### config.mk
export PLATFORM = sky130hd
export DESIGN_NAME = mem_wb_skid_stage
export DESIGN_NICKNAME = d
export VERILOG_FILES = /design/src/rtl/mem_wb_pkg.sv /design/src/rtl/pipe_skid_buffer.sv /design/src/rtl/mem_wb_skid_stage.sv
export SDC_FILE = /design/constraint.sdc
export NUM_CORES = 1
export LEC_CHECK = 0
export ABC_AREA = 1
export CAP_MARGIN = 20
export CORE_MARGIN = 2
export CORE_UTILIZATION = 54
export CTS_BUF_LIST = sky130_fd_sc_hd__clkbuf_16
export DETAILED_ROUTE_END_ITERATION = 7
export PLACE_DENSITY = 0.8
export SYNTH_ARGS = -nofsm -noshare
export SYNTH_HDL_FRONTEND = slang
export SYNTH_SLANG_ARGS = --single-unit
### constraint.sdc
create_clock -name clk -period 1.7 [get_ports clk]
set_input_delay 0.51 -clock clk [delete_from_list [all_inputs] [get_ports clk]]
set_output_delay 0.51 -clock clk [all_outputs]
set_load 0.005 [all_outputs]
### src/rtl/mem_wb_pkg.sv
// mem_wb_pkg: shared MEM/WB definitions: writeback select encodings, default widths, payload layout
package mem_wb_pkg;
    localparam int DATAWIDTH_DEF = 32;
    localparam int REGINDEX_DEF  = 5;
    localparam int WB_ALU = 0;
    localparam int WB_MEM = 1;
    localparam int WB_PC4 = 2;
    typedef struct packed {
        logic [DATAWIDTH_DEF-1:0] mem;
        logic [DATAWIDTH_DEF-1:0] alu;
        logic [DATAWIDTH_DEF-1:0] pc4;
        logic [REGINDEX_DEF-1:0]  rd;
        logic                     regwrite;
        logic [1:0]               wbsel;
    } mem_wb_payload_t;
endpackage

### src/rtl/pipe_skid_buffer.sv
// pipe_skid_buffer: generic valid/ready stage over a W-bit payload, optional one-entry skid, sync flush
// Ports: clk, rst (sync, active-high), flush; in_valid/in_ready/in_data upstream;
//        out_valid/out_ready/out_data downstream (out_data is the head entry).
module pipe_skid_buffer #(
    parameter int W    = 8,
    parameter int SKID = 1
) (
    input  logic         clk,
    input  logic         rst,
    input  logic         flush,
    input  logic         in_valid,
    output logic         in_ready,
    input  logic [W-1:0] in_data,
    output logic         out_valid,
    input  logic         out_ready,
    output logic [W-1:0] out_data
);
    logic         m_valid;
    logic [W-1:0] m_data;
    logic         acc;
    logic         pop;

    assign acc       = in_valid & in_ready;
    assign pop       = m_valid & out_ready;
    assign out_valid = m_valid;
    assign out_data  = m_data;

    if (SKID != 0) begin : g_skid
        logic         s_valid;
        logic [W-1:0] s_data;
        // in_ready comes straight from the skid valid flop, so no path from out_ready
        assign in_ready = !s_valid;
        always_ff @(posedge clk) begin
            if (rst) begin
                m_valid <= 1'b0;
                s_valid <= 1'b0;
                m_data  <= '0;
                s_data  <= '0;
            end else if (flush) begin
                m_valid <= 1'b0;
                s_valid <= 1'b0;
            end else if (pop) begin
                if (s_valid) begin
                    m_data  <= s_data;
                    s_valid <= 1'b0;
                end else if (acc) begin
                    m_data <= in_data;
                end else begin
                    m_valid <= 1'b0;
                end
            end else if (acc) begin
                if (!m_valid) begin
                    m_data  <= in_data;
                    m_valid <= 1'b1;
                end else begin
                    s_data  <= in_data;
                    s_valid <= 1'b1;
                end
            end
        end
    end else begin : g_reg
        assign in_ready = out_ready | !m_valid;
        always_ff @(posedge clk) begin
            if (rst) begin
                m_valid <= 1'b0;
                m_data  <= '0;
            end else if (flush) begin
                m_valid <= 1'b0;
            end else if (acc) begin
                m_data  <= in_data;
                m_valid <= 1'b1;
            end else if (pop) begin
                m_valid <= 1'b0;
            end
        end
    end
endmodule

### src/rtl/mem_wb_skid_stage.sv
// mem_wb_skid_stage: elastic MEM/WB stage with writeback mux, register-file write enable and forwarding valid
// Ports: clk, rst (sync, active-high), flush; in_valid/in_ready plus MEM payload inputs
//        (DataMEM_in, DataALU_in, PC4_in, regdindex_in, regwrite_in, WBsel_in);
//        out_valid/out_ready; wb_data, regdindex_out, wb_we, fwd_valid from the head entry.
module mem_wb_skid_stage
    import mem_wb_pkg::*;
#(
    parameter int DATAWIDTH = DATAWIDTH_DEF,
    parameter int REGINDEX  = REGINDEX_DEF,
    parameter int WBSELW    = 2,
    parameter int SKID      = 1
) (
    input  logic                 clk,
    input  logic                 rst,
    input  logic                 flush,
    input  logic                 in_valid,
    output logic                 in_ready,
    input  logic [DATAWIDTH-1:0] DataMEM_in,
    input  logic [DATAWIDTH-1:0] DataALU_in,
    input  logic [DATAWIDTH-1:0] PC4_in,
    input  logic [REGINDEX-1:0]  regdindex_in,
    input  logic                 regwrite_in,
    input  logic [WBSELW-1:0]    WBsel_in,
    output logic                 out_valid,
    input  logic                 out_ready,
    output logic [DATAWIDTH-1:0] wb_data,
    output logic [REGINDEX-1:0]  regdindex_out,
    output logic                 wb_we,
    output logic                 fwd_valid
);
    // Same field order as mem_wb_payload_t, sized by this instance's parameters
    typedef struct packed {
        logic [DATAWIDTH-1:0] mem;
        logic [DATAWIDTH-1:0] alu;
        logic [DATAWIDTH-1:0] pc4;
        logic [REGINDEX-1:0]  rd;
        logic                 regwrite;
        logic [WBSELW-1:0]    wbsel;
    } payload_t;

    payload_t in_p;
    payload_t head;

    assign in_p = {DataMEM_in, DataALU_in, PC4_in, regdindex_in, regwrite_in, WBsel_in};

    pipe_skid_buffer #(.W($bits(payload_t)), .SKID(SKID)) u_buf (
        .clk       (clk),
        .rst       (rst),
        .flush     (flush),
        .in_valid  (in_valid),
        .in_ready  (in_ready),
        .in_data   (in_p),
        .out_valid (out_valid),
        .out_ready (out_ready),
        .out_data  (head)
    );

    always_comb begin
        wb_data = (head.wbsel == WBSELW'(WB_ALU)) ? head.alu :
                  (head.wbsel == WBSELW'(WB_MEM)) ? head.mem :
                  (head.wbsel == WBSELW'(WB_PC4)) ? head.pc4 : '0;
    end

    assign regdindex_out = head.rd;
    // x0 is hardwired, so a write to it is never a real result or forwarding source
    assign wb_we     = out_valid & head.regwrite & (head.rd != '0);
    assign fwd_valid = wb_we;
endmodule

==> summary.txt, run 1 <==
Status
  – Outcome: finished with violations
  – Failing checks: negative setup slack

Floorplan
  – Chip Width: 139 um
  – Core box area: 17900 um2
  – Die Area: 19300 um2
  – Die H: 139 um
  – I/O pin count: 150
  – Rows: 49
  – Starting Density: 54.9%

Yosys
  – Synth Warn #: 0
  – Synth cell types: 19
  – Syn_area_per_cell: 6.09 um2
  – Mapped Area: 9820 um2
  – Syn_nets: 1722
  – Cells after Synth: 1613
  – Register area share after synthesis: 42.8%
  – Seq cells post-synth: 210

Critical path
  – CP startpoint kind: flop
  – Crit Path Max Fanout: 3
  – Crit Path Category: flop to output pin
  – CP Capture Type: output pin
  – Crit path arrival time: 1.78 ns
  – Req. time, crit path: 1.19 ns

Clocking
  – CTS buffer count: 23
  – Clk sinks: 210
  – Worst-skew pair later-pin latency: 0.52 ns
  – CTS clk-pin slew, worst paths: 0.06 ns
  – Clock tree buffer depth: 3
  – CTS Root Cell: clkbuf_16
  – H-tree depth: 1
  – CTS Hold Bufs: 0
  – CTS tree: yes

Drt
  – WL final: 33.7 mm
  – Wirelength per Cell: 16.5 um
  – DRC viols: 0
  – Pre-Repair DR Iteration Count: 7
  – Final ANT Viol Nets: 0
  – Vias: 10868
  – Via density: 5.33
  – Initial DRC count: 1231

STA
  – Final setup viols: 34
  – Hold Worst Slack: 0.417 ns
  – Max Freq: 437 MHz
  – Worst Skew: 0.0143 ns
  – Slew Viols, Final: 0
  – Final hold vios: 0
  – Slew @ Worst Pin: 0.376 ns
  – Period minus WS final: 2.29 ns
  – RSZ-0062 raised after global routing: yes
  – Max-slew headroom: 75.0%
  – Worst setup margin: -0.589 ns
  – Fin crit share: 135%

Placement
  – Port-buffer cells: 149
  – Half-perimeter wire length after placement: 20.2 mm
  – GPL Wtd Cong: 0.878
  – Placed insts: 1959

Layout
  – Fin nets: 1904
  – Commonest non-fill, non-tap cell in the layout: nand2_1
  – Share of cells above drive strength 1: 15.5%
  – Area delta synth->final: 37.3%
  – Most frequent cells in the layout: nand2_1 (566), nor2_1 (419), dfxtp_1 (203)
  – Layout Cells excl Fill: 2040

GRT
  – Pin count of the biggest net entering global routing: 53
  – Grt ovf: 0
  – Initial antenna violation count: 1
  – Vias in the first global route: 10007
  – First-pass GRT wire length: 50.6 mm
  – Global Route Usage Sum: 32.5%

Worst hold path
  – Worst Hold Class: primary input to flop

Power and ir drop
  – Peak VDD IR: 0.907 mV
  – PD cells: 871 nW/um2
  – Leakage power: 6.86 nW
  – Power, Total: 11.7 mW

Job
  – Max Cap Viol: 0
[power by group]
group | switching [mW] | total, mW | internal, mW
Sequential | 0.150 | 5.25 | 5.10
Combinational | 0.905 | 1.74 | 0.833
Clock | 2.02 | 4.76 | 2.74
Total | 3.07 | 11.7 | 8.68
[final timing paths]
check / from / end / slack (ns) / cells past startpoint
hold / removal: in_valid / u_buf.g_skid.s_valid / 0.42 / 3
setup reg to reg: u_buf.g_skid.s_valid / u_buf.out_data[15] / 0.12 / 8
hold reg to reg: u_buf.g_skid.s_data[56] / u_buf.g_skid.s_data[56] / 0.48 / 2
setup / recovery: u_buf.out_data[1] / wb_data[22] / -0.59 / 8
[through the flow]
stage	area (um2)	setup WS, ns	TNS, ns	util [%]
2_1_floorplan	9820	0.179	0	-
3_3_place_gp	11900	-0.451	-87.22	66.5
3_5_place_dp	11900	-0.488	-96.35	66.5
4_1_cts	13300	-0.594	-17.64	74.0
5_1_grt	13500	-0.611	-18.39	75.3
6_report	13500	-0.589	-17.00	75.3
[metal layers]
metal  up-vias  GRT usage (%)  share of wire, %
met1      4880           41.9                39
met4         0           19.4               6.5
met2       651           52.3                46
met3       149           4.42               8.7
li1       5188              -                 -
met5         -              0                 0
[cells in the mapped netlist]
cell | instances | area (um2)
nand2_2 | 1 | 6.26
nor2_1 | 422 | 1580
nor2_4 | 1 | 11.3
inv_1 | 107 | 402
nand2_1 | 619 | 2320
buf_6 | 7 | 78.8
clkbuf_1 | 47 | 176
nor3_1 | 1 | 5.00
nor3b_1 | 1 | 7.51
nand3_1 | 36 | 180
or2_2 | 1 | 6.26
dfxtp_1 | 210 | 4200
buf_4 | 20 | 150
inv_2 | 3 | 11.3
clkinv_1 | 1 | 3.75
a21oi_1 | 3 | 15.0
buf_2 | 23 | 115
o21ai_0 | 104 | 521
buf_1 | 6 | 22.5
[cells by family (layout without fill, tap and decap cells)]
logic type | after synthesis | in the layout | share of synthesized area (%)
other cells | 0 | 1 | 0
simple gates | 1082 | 1084 | 42.0
compound gates | 107 | 107 | 5.45
buf+inv | 214 | 409 | 9.77
flops | 210 | 210 | 42.8
[sequential cells by signal, summed over array words and instances (netlist names)]
signal and flops:
u_buf.g_skid.s_data 104, u_buf.g_skid.s_valid 1, u_buf.out_data 104, u_buf.out_valid 1
[critical path: stages, from the launching register on]
cell     delay, ns
dfxtp_4       0.39
inv_4         0.05
nor2_4        0.18
buf_12        0.15
buf_8         0.12
buf_6         0.12
nand2_2       0.06
nand3_2       0.08
buf_2         0.12
[cell type report]
| cell class | count | area (um2) |
|---|---|---|
| timing repair buffer | 258 | 2700 |
| clock buffer | 23 | 576 |
| inverter | 111 | 424 |
| multi-input combinational | 1191 | 5150 |
| sequential | 210 | 4220 |
| tap | 229 | 287 |
| fill | 1293 | 4420 |
| antenna | 1 | 2.50 |
| clock inverter | 17 | 123 |
[timing repair]
item,CTS,global route
setup endpoints to repair,41,119
cloned,4,5
pin swaps,24,16
resized for setup,272,44
buffers inserted,33,11
No activity file was read; power rests on OpenSTA's default activity.
==> run 2: changes to the inputs <==
Settings changed: CORE_MARGIN 2 to default.
==> run 2 against run 1 <==
The run still ends with negative setup slack left. Register-to-register slack worse by 0.02 ns. Utilization is 1.5 points lower. First-iteration DRC count is 29% lower. Die area is 2.9% lower. Via count is 5.8% lower. Largest power group unchanged. Maximum frequency is 0.75% higher. Combinational power is 6% lower. Global-route usage is 0.090 points lower. Wire length is 8.9% lower.
==> summary.txt, run 2 (synthesized netlist as in run 1, its figures left out) <==
Status
  – Outcome: finished with violations (unchanged)
  – Failing checks: negative setup slack (unchanged)

Power and ir drop
  – PD cells: 864 nW/um2 (was 871 nW/um2)
  – Peak VDD IR: 0.682 mV (was 0.907 mV)
  – Net Sw Frac: 25.8% (was 26.1%)
  – Reg power frac: 46.7% (was 44.7%)
  – Combinational share of power: 14.5% (was 14.8%)
  – Leakage power: 6.48 nW (was 6.86 nW)
  – P_sw: 2.89 mW (was 3.07 mW)
  – Internal power: 8.29 mW (was 8.68 mW)
  – Clock power frac: 38.7% (was 40.5%)

STA
  – Worst Skew: 0.0114 ns (was 0.0143 ns)
  – Slew Viols, Final: 0 (unchanged)
  – Period minus WS final: 2.27 ns (was 2.29 ns)
  – Worst setup margin: -0.572 ns (was -0.589 ns)
  – Slew @ Worst Pin: 0.331 ns (was 0.376 ns)
  – Max Freq: 440 MHz (was 437 MHz)
  – Final setup viols: 34 (unchanged)
  – RSZ-0062 raised after global routing: yes (unchanged)
  – Final hold vios: 0 (unchanged)
  – Max-slew headroom: 77.9% (was 75.0%)
  – Fin crit share: 134% (was 135%)

Layout
  – Multi-input logic area: 5010 um2 (was 5150 um2)
  – Register area: 4220 um2 (about the same)
  – Antenna diode count: 0 (was 1)
  – Share of cells above drive strength 1: 12.8% (was 15.5%)
  – Commonest non-fill, non-tap cell in the layout: nand2_1 (unchanged)
  – Most frequent cells in the layout: nand2_1 (575), nor2_1 (417), dfxtp_1 (203) (was nand2_1 (566), nor2_1 (419), dfxtp_1 (203))
  – Area delta synth->final: 31.7% (was 37.3%)
  – Layout fillers: 1385 (was 1293)
  – Fin nets: 1874 (was 1904)
  – Layout Cells excl Fill: 2003 (was 2040)
  – Final instance area: 12900 um2 (was 13500 um2)

Drt
  – Pre-Repair DR Iteration Count: 5 (was 7)
  – WL final: 30.7 mm (was 33.7 mm)
  – Final ANT Viol Nets: 0 (unchanged)
  – Initial DRC count: 868 (was 1231)
  – Vias: 10235 (was 10868)
  – DRC viols: 0 (unchanged)
  – Via density: 5.11 (was 5.33)
  – Wirelength per Cell: 15.3 um (was 16.5 um)

Critical path
  – Most Frequent Cell on Critical Path: buf_12
  – Crit path arrival time: 1.76 ns (was 1.78 ns)
  – Max stage delay on crit path: 0.35 ns (was 0.39 ns)
  – Crit Path Max Fanout: 7 (was 3)
  – Req. time, crit path: 1.19 ns (about the same)
  – CP Capture Type: output pin (unchanged)
  – Worst-path cell chain: buf_6 > nor2_4 > buf_12 > buf_8 > buf_12 > nand2_2 > nand3_2 > buf_2 (was inv_4 > nor2_4 > buf_12 > buf_8 > buf_6 > nand2_2 > nand3_2 > buf_2)
  – Critical R2R Launch: u_buf.out_valid (was u_buf.g_skid.s_valid)
  – CP startpoint kind: flop (unchanged)
  – Crit Path Category: flop to output pin (unchanged)
  – RR Endpoint: u_buf.out_data[57] (was u_buf.out_data[15])
  – Slowest-stage cell, CP: dfxtp_4 (unchanged)
  – R2r setup slk: 0.10 ns (was 0.12 ns)
  – Cell count of the worst reg-to-reg path: 9 (was 8)

Clocking
  – CTS tree: yes (unchanged)
  – CTS clk-pin slew, worst paths: 0.06 ns (about the same)
  – Clock tree buffer depth: 3 (unchanged)
  – CTS buffer count: 23 (unchanged)
  – Worst-skew pair later-pin latency: 0.50 ns (was 0.52 ns)
  – Clk sinks: 210 (unchanged)
  – CTS Root Cell: clkbuf_16 (unchanged)
  – H-tree depth: 1 (unchanged)

GRT
  – Grt ovf: 0 (unchanged)
  – First-pass GRT wire length: 47.2 mm (was 50.6 mm)
  – Global Route Usage Sum: 32.4% (was 32.5%)
  – Initial antenna violation count: 0 (was 1)
  – Pin count of the biggest net entering global routing: 66 (was 53)
  – Vias in the first global route: 9279 (was 10007)

Placement
  – Half-perimeter wire length after placement: 19.8 mm (was 20.2 mm)
  – Post-DP Area: 11900 um2 (about the same)
  – GPL Wtd Cong: 0.869 (was 0.878)
  – Port-buffer cells: 149 (unchanged)
  – Placed insts: 1946 (was 1959)

Worst hold path
  – Worst Hold Class: flop to flop (was primary input to flop)
  – Hold path cells: 2 (was 3)
  – Hold endpoint: u_buf.g_skid.s_data[77] (was u_buf.g_skid.s_valid)
  – Min-Delay Startpoint: u_buf.g_skid.s_data[77] (was in_valid)

Floorplan
  – Rows: 48 (was 49)
  – Die H: 137 um (was 139 um)
  – Chip Width: 137 um (was 139 um)
  – Core box area: 17500 um2 (was 17900 um2)
  – Starting Density: 56.0% (was 54.9%)
  – Die Area: 18700 um2 (was 19300 um2)
  – I/O pin count: 150 (unchanged)

Job
  – Max Cap Viol: 0 (unchanged)
==> run 2: cell count changes in the layout (fill, tap and decap cells not counted), sizes merged <==
| cell | previous run | this run |
|---|---|---|
| diode | 1 | 0 |
| clkinv | 9 | 6 |
| bufinv | 2 | 0 |
| dlygate4sd2 | 4 | 5 |
| clkdlybuf4s15 | 0 | 2 |
| inv | 117 | 120 |
| clkdlybuf4s50 | 106 | 107 |
| nand2 | 622 | 621 |
| clkbuf | 29 | 25 |
| buf | 140 | 112 |
| dlymetal6s2s | 2 | 1 |
==> run 2: power groups by stage <==
| stage | combinational, mW | clock (mW) | sequential [mW] |
|---|---|---|---|
| after floorplan | 0.708 | 0 | 5.28 |
| after global placement | 1.44 | 0 | 5.30 |
| after detailed placement | 1.46 | 0 | 5.31 |
| after CTS | 1.52 | 4.37 | 5.21 |
| after global routing | 1.77 | 4.59 | 5.24 |
| final | 1.63 | 4.33 | 5.22 |
==> run 2: area by class of cell <==
type / instances / area share, %
Sequential cell: 210 / 32.6
Clock inverter: 15 / 0.445
Multi-Input combinational cell: 1190 / 38.7
Timing Repair Buffer: 229 / 18.4
Clock buffer: 23 / 4.45
Tap cell: 225 / 2.18
Inverter: 111 / 3.26
==> run 2: worst max-delay path by stage <==
stage / start / to / cells after the start
after floorplan: u_buf.out_data[0] / wb_data[10] / 5
after global placement: in_valid / u_buf.out_data[11] / 8
after detailed placement: in_valid / u_buf.g_skid.s_data[48] / 7
after CTS: u_buf.out_data[0] / wb_data[13] / 8
after global routing: u_buf.out_data[1] / wb_data[16] / 8
final: u_buf.out_data[1] / wb_data[16] / 8
==> run 2: per-stage QoR <==
| stage | util [%] | setup TNS, ns | setup slack [ns] | hold WS [ns] | power (mW) |
|---|---|---|---|---|---|
| 2_1_floorplan | - | 0 | 0.179 | 0.455 | 5.99 |
| 3_3_place_gp | 67.6 | -80.68 | -0.407 | 0.462 | 6.74 |
| 3_5_place_dp | 67.6 | -90.89 | -0.447 | 0.471 | 6.77 |
| 4_1_cts | 72.3 | -14.58 | -0.509 | 0.484 | 11.1 |
| 5_1_grt | 73.8 | -17.46 | -0.592 | 0.499 | 11.6 |
| 6_report | 73.8 | -16.08 | -0.572 | 0.481 | 11.2 |
==> run 2: what timing repair did <==
| item | CTS | global route |
|---|---|---|
| setup endpoints to repair | 41 | 96 |
| gates cloned | 3 | 3 |
| hold buffers | 0 | 0 |
| setup buffers | 11 | 6 |
| gates resized for setup | 216 | 54 |
| pin swaps | 26 | 18 |
==> run 2: critical path, delay by kind of cell, from the launching register on <==
| family | cells | cell delay [ns] |
|---|---|---|
| simple gates | 3 | 0.28 |
| flops | 1 | 0.35 |
| buf+inv | 5 | 0.62 |
==> run 2: metal layers <==
layer | wire length, um | vias to the layer above | global-route usage [%]
li1 | - | 5115 | -
met1 | 12900 | 4628 | 43.1
met2 | 14000 | 418 | 52.5
met3 | 2260 | 74 | 3.41
met4 | 1600 | 0 | 16.2
met5 | 0 | - | 0
==> RTL change 1 (config.mk and constraints of run 1) <==
Set the package constant `REGINDEX_DEF` to 4 (it was 5).
--- a/src/rtl/mem_wb_pkg.sv
+++ b/src/rtl/mem_wb_pkg.sv
@@ -1,7 +1,7 @@
 // mem_wb_pkg: shared MEM/WB definitions: writeback select encodings, default widths, payload layout
 package mem_wb_pkg;
     localparam int DATAWIDTH_DEF = 32;
-    localparam int REGINDEX_DEF  = 5;
+    localparam int REGINDEX_DEF  = 4;
     localparam int WB_ALU = 0;
     localparam int WB_MEM = 1;
     localparam int WB_PC4 = 2;
Ports: changed (resized regdindex_in and regdindex_out); port bits go from 150 to 148. The function was not compared with the original's and may differ.
==> RTL change 1 against run 1 <==
The flow still finishes with violations (setup timing); setup slack better by 0.090 ns; maximum frequency is 4.1% higher; critical path depth stayed put; first-iteration DRC count is 11% lower; critical path type unchanged; synthesized area is 1.3% lower; wire length is 6.8% lower; global-route usage is 0.28 points lower; largest power group unchanged; final cell count is 3.1% lower; design area is 4.1% lower; sequential cell count is 2 lower; total power is 5.1% lower; combinational power is 6% lower.
==> RTL change 1: results (changes against run 1) <==
Status -> finished with violations
Failing checks -> setup timing
Leakage -> 0.00655 uW (-4.4%)
# fillers -> 1338 (+3.5%)
Critical Path AT -> 1.69 ns (-0.09 ns)
First-pass GRT wire length -> 47.7 mm (-5.8%)
Post-Place Cell Area -> 0.0117 sq mm (-1.4%)
Placer Congestion -> 0.900 (+2.5%)
Hold WC Path Type -> flip-flop to flip-flop
IO Port Bufs -> 147 (-1.3%)
Peak VDD IR -> 0.910 mV (+0.26%)
Post-synthesis cell type count -> 17 (-2)
Setup repair bufs after CTS -> 10 (-70%)
CP max stage delay -> 0.33 ns (-0.06 ns)
End of the worst register-to-register path -> u_buf.out_data[48]$_SDFFE_PP0P_
PnR worst setup slack -> -0.498 ns (+0.0903 ns)
Seq/Total Area, Yosys -> 43.0% (+0.17 points)
Finish-stage setup viols -> 34 (unchanged)
Vias -> 10271 (-5.5%)
Clock Skew -> 0.00737 ns (-0.00691 ns)
Initial DRC count -> 1098 (-11%)
CP max stage cell -> dfxtp_2
Post-synth top cells -> nand2_1 (615), nor2_1 (418), dfxtp_1 (208), inv_1 (105), o21ai_0 (103)
Drt pass-1 iters -> 6 (-1)
Place WS -> -0.411 ns (+0.0769 ns)
CTS buffer count -> 22 (-4.3%)
Largest net degree at the start of global routing -> 73 (+38%)
Critical Path End -> wb_data[6]
Final wirelength -> 31.4 mm (-6.8%)
==> RTL change 1: cells by family after synthesis <==
kind of cell	share of synthesized area (%)
AO/OA/AOI/OAI	5.56
buffers and inverters	9.39
flip-flops	43.0
AND/OR/NAND/NOR	42.1
==> RTL change 1: layout make-up <==
cell class | instances | area (sq um) | area share (%)
tap | 225 | 282 | 2.18
multi-input combinational | 1178 | 5120 | 39.6
inverter | 109 | 414 | 3.20
sequential | 208 | 4180 | 32.3
clock buffer | 23 | 576 | 4.45
clock inverter | 14 | 53.8 | 0.416
timing repair buffer | 219 | 2300 | 17.8
==> RTL change 1: per-layer routing <==
metal / GRT usage [%] / wire, um / share of wire [%]
met5: 0 / 0 / 0
met4: 15.8 / 1490 / 4.7
met3: 4.02 / 2600 / 8.3
met2: 52.4 / 14500 / 46
met1: 42.5 / 12800 / 41
==> RTL change 1: metrics by stage <==
| stage | cells | TNS, ns |
|---|---|---|
| 5_1_grt | 1976 | -15.87 |
| 3_3_place_gp | 1927 | -72.42 |
| 3_5_place_dp | 1927 | -77.35 |
| 6_report | 1976 | -14.55 |
| 2_1_floorplan | 1597 | 0 |
| 4_1_cts | 1976 | -13.25 |
==> RTL change 1: critical path, delay by kind of cell, from the launching register on <==
kind                   cells  cell delay, ns
flip-flops                 1            0.33
buffers and inverters      5            0.61
AND/OR/NAND/NOR            3            0.23
==> RTL change 1: power by group through the flow <==
stage	clock network, uW	registers (uW)	logic, uW
after detailed placement	0	5260	1430
after global routing	4560	5210	1770
after global placement	0	5260	1410
after floorplan	0	5230	698
after CTS	4340	5170	1560
final	4320	5200	1630
==> RTL change 1: how the worst min path moves through the flow <==
| stage | from | endpoint | slack [ns] | depth (start not counted) |
|---|---|---|---|---|
| 2_1_floorplan | u_buf.g_skid.s_data[0]$_SDFFE_PP0P_ | u_buf.g_skid.s_data[0]$_SDFFE_PP0P_ | 0.46 | 2 |
| 3_3_place_gp | u_buf.g_skid.s_data[43]$_SDFFE_PP0P_ | u_buf.g_skid.s_data[43]$_SDFFE_PP0P_ | 0.46 | 2 |
| 3_5_place_dp | u_buf.g_skid.s_data[75]$_SDFFE_PP0P_ | u_buf.g_skid.s_data[75]$_SDFFE_PP0P_ | 0.47 | 2 |
| 4_1_cts | u_buf.g_skid.s_data[76]$_SDFFE_PP0P_ | u_buf.g_skid.s_data[76]$_SDFFE_PP0P_ | 0.49 | 2 |
| 5_1_grt | u_buf.g_skid.s_data[85]$_SDFFE_PP0P_ | u_buf.g_skid.s_data[85]$_SDFFE_PP0P_ | 0.50 | 2 |
| 6_report | u_buf.g_skid.s_data[77]$_SDFFE_PP0P_ | u_buf.g_skid.s_data[77]$_SDFFE_PP0P_ | 0.48 | 2 |
==> RTL change 2 (config.mk and constraints of run 1) <==
Without the edit above. Make the reset (`rst`) asynchronous in 2 clocked blocks.
--- a/src/rtl/pipe_skid_buffer.sv
+++ b/src/rtl/pipe_skid_buffer.sv
@@ -30,7 +30,7 @@
         logic [W-1:0] s_data;
         // in_ready comes straight from the skid valid flop, so no path from out_ready
         assign in_ready = !s_valid;
-        always_ff @(posedge clk) begin
+        always_ff @(posedge clk or posedge rst) begin
             if (rst) begin
                 m_valid <= 1'b0;
                 s_valid <= 1'b0;
@@ -60,7 +60,7 @@
         end
     end else begin : g_reg
         assign in_ready = out_ready | !m_valid;
-        always_ff @(posedge clk) begin
+        always_ff @(posedge clk or posedge rst) begin
             if (rst) begin
                 m_valid <= 1'b0;
                 m_data  <= '0;
Function: differs if rst is asserted again (counterexample within 4 cycles, from zero or initial values and one cycle with rst high); with rst held inactive, the same outputs for 4 cycles.
==> RTL change 2 against run 1 <==
The flow finishes with violations (DRC, setup timing); design area is 2.9% higher; global-route usage is 0.22 points lower; synthesized area is 1.9% higher; setup slack worse by 0.093 ns; wire length is 3.5% lower; non-clock buffer count is 2 higher; register-to-register slack better by 0.02 ns; sequential cell count stayed put; highest routed layer is now met5.
Power is not compared: it rests on default switching activity, and its combinational part moved more than twofold at a synthesized area within 25%.
==> RTL change 2: results (changes against run 1) <==
Clock Skew -> 0.0107 ns (-0.00356 ns)
Drc violations -> 20 (+20)
Failing checks -> DRC, setup timing
Async set-reset flop share out of synthesis -> 100% (+100 points)
CP max stage cell -> dfrtp_1
Multi-input combinational area share -> 31.4% (-6.8 points)
Post-synth top cells -> nand2_1 (836), dfrtp_1 (210), inv_1 (112), o21ai_0 (67), o21ai_1 (38)
Routed wire length per instance -> 17.6 um (+6.2%)
Drt pass-1 iters -> 8 (+1)
NonClk Buf Share -> 20.0% (about the same)
Worst R2R Setup Slack -> 0.14 ns (+0.02 ns)
# fillers -> 1131 (-13%)
Setup total negative slack -> -19.43 ns (-2.43 ns)
Status -> finished with violations
GRT Util Overall -> 32.3% (-0.22 points)
Post-synth top flop -> dfrtp_1
Critical Path AT -> 1.87 ns (+0.09 ns)
Critical Path Source -> u_buf.out_data[1]$_DFFE_PP0P_
Count of non-CTS inverters in the layout -> 114 (+2.7%)
Multi-In Gates -> 988 (-17%)
Hold WC Path Type -> flip-flop to flip-flop
Hold Crit Depth -> 2 (-1)
Sequential cells -> 210 (unchanged)
Critical Path End -> wb_data[8]
Initial antenna violation count -> 14 (+13)
PnR worst setup slack -> -0.681 ns (-0.0925 ns)
Place WS -> -0.450 ns (+0.0374 ns)
Top cells by area, synth -> dfrtp_1 (53%), nand2_1 (31%), inv_1 (4.2%), o21ai_0 (3.4%), o21ai_1 (1.9%)
Slew HR -> 74.7% (-0.24 points)
Diodes inserted -> 11 (+10)
Compound-Gate Fraction of Synth Area -> 5.39% (-0.063 points)
Cts repair resizes -> 273 (+0.37%)
Reg2reg start -> u_buf.out_valid$_DFFE_PP0P_
First-pass GRT wire length -> 50.1 mm (-1.1%)
Syn Nets -> 1503 (-13%)
Vias -> 9945 (-8.5%)
Placer Congestion -> 0.875 (-0.24%)
Mean area per synthesized cell -> 7.18 sq um (+18%)
Area of the multi-input gates -> 0.00435 sq mm (-16%)
Seq/Total Area, Yosys -> 52.5% (+9.7 points)
Non-CTS buffers -> 260 (+0.78%)
Setup repair bufs after CTS -> 32 (-3.0%)
Placed Instances -> 1758 (-10%)
End of the worst register-to-register path -> u_buf.g_skid.s_data[37]$_DFFE_PP0P_
CP max stage delay -> 0.41 ns (+0.02 ns)
Layout cells sized above 1 -> 17.7% (+2.1 points)
Worst hold slack -> 0.482 ns (+0.0651 ns)
Storage cell area -> 0.00526 sq mm (+25%)
WHS Endpoint -> u_buf.g_skid.s_data[48]$_DFFE_PP0P_
Clk tree area frac -> 5.35% (+0.17 points)
DP HPWL -> 20.2 mm (+0.24%)
Initial DRC count -> 1070 (-13%)
Largest net degree at the start of global routing -> 68 (+28%)
Finish-stage setup viols -> 34 (unchanged)
-- RTL change 2: cell count changes in the layout (fill, tap and decap cells not counted), sizes merged, moves of 2 or more --
cell / run 1 / this run
dfxtp: 210 / 0
clkdlybuf4s15: 0 / 2
clkinv: 9 / 14
dfrtp: 0 / 210
nor2: 423 / 8
dlygate4sd2: 4 / 0
inv: 117 / 115
diode: 1 / 11
nand2: 622 / 837
clkbuf: 29 / 25
buf: 140 / 148
-- RTL change 2: per-layer routing --
metal	vias to the layer above	global-route usage [%]	routed length [um]
met2	500	52.0	15200
li1	4615	-	-
met5	-	0	56
met3	107	7.73	3210
met4	10	11.1	1320
met1	4713	43.5	12800
-- RTL change 2: power groups by stage --
stage	Clock (uW)	Sequential (uW)	Combinational, uW
6_report	5000	6920	3740
5_1_grt	5250	7020	4080
4_1_cts	5000	6830	3520
3_5_place_dp	0	6840	3070
3_3_place_gp	0	6810	2960
2_1_floorplan	0	6670	1660
